===== config.mk =====
export PLATFORM = sky130hd
export DESIGN_NAME = mem_port_arbiter
export DESIGN_NICKNAME = d
export VERILOG_FILES = /design/src/rtl/mem_port_arbiter.sv
export SDC_FILE = /design/constraint.sdc
export NUM_CORES = 1
export LEC_CHECK = 0
export ABC_AREA = 1
export CAP_MARGIN = 10
export CORE_MARGIN = 2
export CORE_UTILIZATION = 30
export DETAILED_ROUTE_END_ITERATION = 8
export GPL_ROUTABILITY_DRIVEN = 0
export PLACE_DENSITY = 0.71
export SLEW_MARGIN = 25
export SYNTH_ARGS = -nofsm -noshare
export SYNTH_HDL_FRONTEND = slang
export SYNTH_SLANG_ARGS = --single-unit

===== constraint.sdc =====
create_clock -name clk -period 2 [get_ports clk]
set_input_delay 0.3 -clock clk [delete_from_list [all_inputs] [get_ports clk]]
set_output_delay 0.3 -clock clk [all_outputs]
set_load 0.1 [all_outputs]

===== src/rtl/mem_port_arbiter.sv =====
// Shares one memory port between fetch and data requesters.
// Data has priority; fetch wins after MAX_STREAK data grants.
// Ports:
//   clk, reset (sync, active-low)
//   if_*  : fetch request in; ack/err/rdata/stall out
//   d_*   : data request in; ack/err/rdata/stall out
//   mem_* : registered request out; rdata/ready in
//   bus_err_flag : sticky timeout indicator
module mem_port_arbiter #(
  parameter int AW         = 32,
  parameter int DW         = 32,
  parameter int TIMEOUT    = 16,
  parameter int MAX_STREAK = 4
) (
  input  logic          clk,
  input  logic          reset,
  input  logic          if_req,
  input  logic [AW-1:0] if_addr,
  output logic          if_ack,
  output logic          if_err,
  output logic [DW-1:0] if_rdata,
  output logic          if_stall,
  input  logic          d_req,
  input  logic          d_we,
  input  logic [AW-1:0] d_addr,
  input  logic [DW-1:0] d_wdata,
  input  logic [3:0]    d_be,
  output logic          d_ack,
  output logic          d_err,
  output logic [DW-1:0] d_rdata,
  output logic          d_stall,
  output logic          mem_req,
  output logic          mem_w,
  output logic [AW-1:0] mem_addr,
  output logic [DW-1:0] mem_wdata,
  output logic [3:0]    mem_be,
  input  logic [DW-1:0] mem_rdata,
  input  logic          mem_ready,
  output logic          bus_err_flag
);

  localparam int CW = (TIMEOUT > 2) ? $clog2(TIMEOUT) : 1;
  localparam int SW = $clog2(MAX_STREAK + 1);
  localparam logic [CW-1:0] CLAST = CW'(TIMEOUT - 1);
  localparam logic [SW-1:0] SMAX  = SW'(MAX_STREAK);

  typedef enum logic [1:0] {
    IDLE    = 2'd0,
    BUSY_D  = 2'd1,
    BUSY_IF = 2'd2
  } state_t;

  state_t        state;
  logic [CW-1:0] wait_cnt;
  logic [SW-1:0] streak;

  logic busy_d;
  logic busy_if;
  logic last;
  logic if_win;

  assign busy_d  = (state == BUSY_D);
  assign busy_if = (state == BUSY_IF);
  assign last    = (wait_cnt == CLAST);

  // Fetch only beats a pending data request once the streak is full.
  assign if_win = if_req & (~d_req | (streak == SMAX));

  // mem_ready on the last wait cycle counts as completion, not timeout.
  assign if_ack = busy_if & mem_ready;
  assign d_ack  = busy_d & mem_ready;
  assign if_err = busy_if & ~mem_ready & last;
  assign d_err  = busy_d & ~mem_ready & last;

  assign if_rdata = if_ack ? mem_rdata : '0;
  assign d_rdata  = d_ack ? mem_rdata : '0;

  assign if_stall = if_req & ~if_ack & ~if_err;
  assign d_stall  = d_req & ~d_ack & ~d_err;

  always_ff @(posedge clk) begin
    if (!reset) begin
      state        <= IDLE;
      mem_req      <= 1'b0;
      mem_w        <= 1'b0;
      mem_addr     <= '0;
      mem_wdata    <= '0;
      mem_be       <= 4'h0;
      wait_cnt     <= '0;
      streak       <= '0;
      bus_err_flag <= 1'b0;
    end else begin
      unique case (state)
        IDLE: begin
          if (if_req | d_req) begin
            mem_req  <= 1'b1;
            wait_cnt <= '0;
            if (if_win) begin
              state     <= BUSY_IF;
              mem_w     <= 1'b0;
              mem_addr  <= if_addr;
              mem_wdata <= '0;
              mem_be    <= 4'hF;
              streak    <= '0;
            end else begin
              state     <= BUSY_D;
              mem_w     <= d_we;
              mem_addr  <= d_addr;
              mem_wdata <= d_wdata;
              mem_be    <= d_be;
              if (!if_req)
                streak <= '0;
              else if (streak != SMAX)
                streak <= streak + 1'b1;
            end
          end
        end
        BUSY_D, BUSY_IF: begin
          if (mem_ready) begin
            state   <= IDLE;
            mem_req <= 1'b0;
          end else if (last) begin
            state        <= IDLE;
            mem_req      <= 1'b0;
            bus_err_flag <= 1'b1;
          end else begin
            wait_cnt <= wait_cnt + 1'b1;
          end
        end
        default: begin
          state   <= IDLE;
          mem_req <= 1'b0;
        end
      endcase
    end
  end

endmodule

==> flow_summary.ini <==
[outcome]
status = complete, no violations

[critical_path]
critical-path-slowest-cell = sky130_fd_sc_hd__dfxtp_2
setup.worst_path.end_class = output port
max_fanout_on_critical_path = 3
timing.critical_path.slowest_cell_delay_ps = 350
worstPathCellList = inv_2 -> ha_2 -> nand2_4 -> clkinvlp_4 -> nor3_1 -> buf_4 -> buf_12
worst_ep_required_time_ps = 1700
worst-endpoint-arrival_ps = 1590
worstSetupStartpointType = flip-flop
critical_path_class = flip-flop to output port

[synth]
synth_top_area_share_pct = 40.2
synth-edff-count = 0
yosys_warnings = 0
synth_net_count = 786
synth.largest_area_cell = sky130_fd_sc_hd__dfxtp_1
postSynth.asyncResetShare_pct = 0
ys_seq_area_share_pct = 40.2
synth_area_mm2 = 0.00399
synth_common_cells = 175 x sky130_fd_sc_hd__nor2_1, 125 x sky130_fd_sc_hd__nand2_1, 81 x sky130_fd_sc_hd__inv_1
avgSynthCellArea_um2 = 6.21
postSynth.topFlopCell = sky130_fd_sc_hd__dfxtp_1
netlist-cell-type-count = 20
yosys_register_bits = 80
post_syn_instances = 642
netlist_top_cells_area = sky130_fd_sc_hd__dfxtp_1 40%, sky130_fd_sc_hd__nor2_1 16%, sky130_fd_sc_hd__nand2_1 12%
synthMostInstantiatedCell = sky130_fd_sc_hd__nor2_1

[cts]
cts_buffers = 9
clock_tree_from_tritoncts = built
cts.path.max_buffers = 2
cts_post_setup_buffers_inserted = 0
clkTransAtPathRegs_ps = 60
cts.hold.buffers_added = 0
htree_levels = 3
clock_tree.root_cell = sky130_fd_sc_hd__clkbuf_16
clk_latency_ps = 330
clock_sinks = 80

[routing]
drt.antenna.violating_nets = 0
drt_first_pass_iters = 4
drt_drc_violations_left = 0
detailedRoute.firstIterationViolations = 195
avgViaCountPerCell = 4.41
route.vias.total = 4818
routed_wirelength_um = 15000
wl_per_cell_um = 13.7

[floorplan]
die_w_um = 119
die-height_um = 119
floorplan.initialDensity_pct = 30.5
design.die.area_mm2 = 0.0142
num_io_pins = 279
placementRows = 42
area_of_the_core_mm2 = 0.0131

[timing]
relSlewSlack_pct = 76.6
layout_worst_path_cycle_share_pct = 94.7
max_clock_freq_ghz = 0.528
finClkSkew_ps = 5.81
timing.final.setup_violations = 0
finalCriticalPeriod_ps = 1890
finalMaxSlewViolations = 0
setup_tns_ps = 0
worst_slew_pin_slew_ps = 351
report.final.hold_viol_count = 0

[finish]
post-route-util_pct = 62.3
seq_area_mm2 = 0.00160
nets = 1055
combined_area_of_the_multi_input_logic_cells_mm2 = 0.00216
fillCellCount = 1130
proportion_of_layout_cells_with_a_drive_suffix_above_1_pct = 27.5
syn_to_final_growth_pct = 105

[global_routing]
antenna_violations_before_repair = 1
grtUsageTotal_pct = 20.7
grt_start_max_net_pins = 51
grt.overflow.total = 0
global_route_wire_length_before_repair_um = 23500
first_global_vias = 4485

[worst_hold_path]
type_of_the_worst_min_delay_path = flip-flop to flip-flop

[place]
detailedPlacementHpwl_um = 11500
placement.io_buffers = 278

[flow_run]
maxCapViolCount = 0

[power]
worst_ir_drop_vdd_mv = 0.500
design_power_total_mw = 6.77
power.density_cell_area_mw_per_mm2 = 831
total_leakage_power_nw = 3.81
routing by layer:
metal / GRT usage (%) / wire [um] / up-vias
met5: 0 / 0 / -
met2: 37.5 / 7620 / 176
met1: 23.8 / 6030 / 2128
met4: 6.32 / 227 / 0
met3: 5.56 / 1130 / 13
li1: - / - / 2501
cell type report:
| cell class | count | share of cell area [%] |
|---|---|---|
| multi-input combinational | 440 | 26.6 |
| timing repair buffer | 297 | 43.6 |
| antenna | 2 | 0.0614 |
| tap | 176 | 2.70 |
| inverter | 83 | 3.93 |
| clock buffer | 11 | 2.98 |
| sequential | 80 | 19.7 |
| clock inverter | 4 | 0.552 |
logic make-up after synthesis:
family	Yosys count	share of synthesized area (%)
compound gates	86	10.9
buf+inv	122	12.6
xor+xnor	1	0.220
fa+ha+maj	6	1.88
simple gates	347	34.2
flops	80	40.2
flip-flops by register name, summed over array words and instances, names as in the netlist:
name / count
bus_err_flag: 1
mem_addr: 32
mem_be: 4
mem_req: 1
mem_w: 1
mem_wdata: 32
state: 2
streak: 3
wait_cnt: 4
power breakdown:
group	internal, mW	total, mW	switching (mW)
Clock	0.987	1.60	0.617
Sequential	1.80	1.91	0.108
Combinational	0.915	3.26	2.35
path summary, 6_finish.rpt:
path	startpoint	endpoint	slack [ps]	cells past startpoint
worst max register to register	state[0]	wait_cnt[1]	400	8
worst max-delay path	state[1]	d_stall	110	7
worst min-delay path	mem_req	mem_req	470	2
worst min register to register	mem_req	mem_req	470	2
metrics by stage:
| stage | cells | hold WS [ps] | area [um^2] | setup WS, ps |
|---|---|---|---|---|
| 2_1_floorplan | 642 | 427 | 4260 | -1580 |
| 3_3_place_gp | 1076 | 452 | 7850 | 13.5 |
| 3_5_place_dp | 1076 | 463 | 7850 | -27.9 |
| 4_1_cts | 1091 | 471 | 8140 | 30.7 |
| 5_1_grt | 1092 | 501 | 8150 | -6.83 |
| 6_report | 1093 | 470 | 8150 | 105 |
timing repair:
action,4_1_cts,5_1_grt
endpoints found under the setup margin,1,6
hold endpoints to repair,0,0
gates cloned,0,0
pin swaps,0,0
gates resized for setup,1,2
worst max-delay path, delay by kind of cell, from the launching register on:
family        cells  cell delay, ps
fa+ha+maj         1             180
buf+inv           4             450
flops             1             350
simple gates      2             280
cells in the final DEF, fill, tap and decap left out, types with 3 or more instances in the layout:
| cell | synthesis | final |
|---|---|---|
| sky130_fd_sc_hd__nor3_1 | 6 | 5 |
| sky130_fd_sc_hd__nor2_1 | 175 | 113 |
| sky130_fd_sc_hd__nand2_1 | 125 | 123 |
| sky130_fd_sc_hd__clkdlybuf4s50_1 | 0 | 136 |
| sky130_fd_sc_hd__buf_12 | 0 | 78 |
| sky130_fd_sc_hd__o21ai_1 | 20 | 20 |
| sky130_fd_sc_hd__inv_1 | 81 | 77 |
| sky130_fd_sc_hd__inv_2 | 2 | 3 |
| sky130_fd_sc_hd__nand3_1 | 39 | 38 |
| sky130_fd_sc_hd__clkbuf_16 | 0 | 9 |
| sky130_fd_sc_hd__ha_1 | 6 | 4 |
| sky130_fd_sc_hd__dfxtp_1 | 80 | 78 |
| sky130_fd_sc_hd__o21ai_0 | 19 | 19 |
| sky130_fd_sc_hd__nor2_4 | 0 | 18 |
| sky130_fd_sc_hd__clkinv_2 | 0 | 4 |
| sky130_fd_sc_hd__buf_4 | 4 | 82 |
| sky130_fd_sc_hd__a21oi_1 | 46 | 46 |
| sky130_fd_sc_hd__nor2_2 | 0 | 44 |
(Power assumes the default switching activity.)
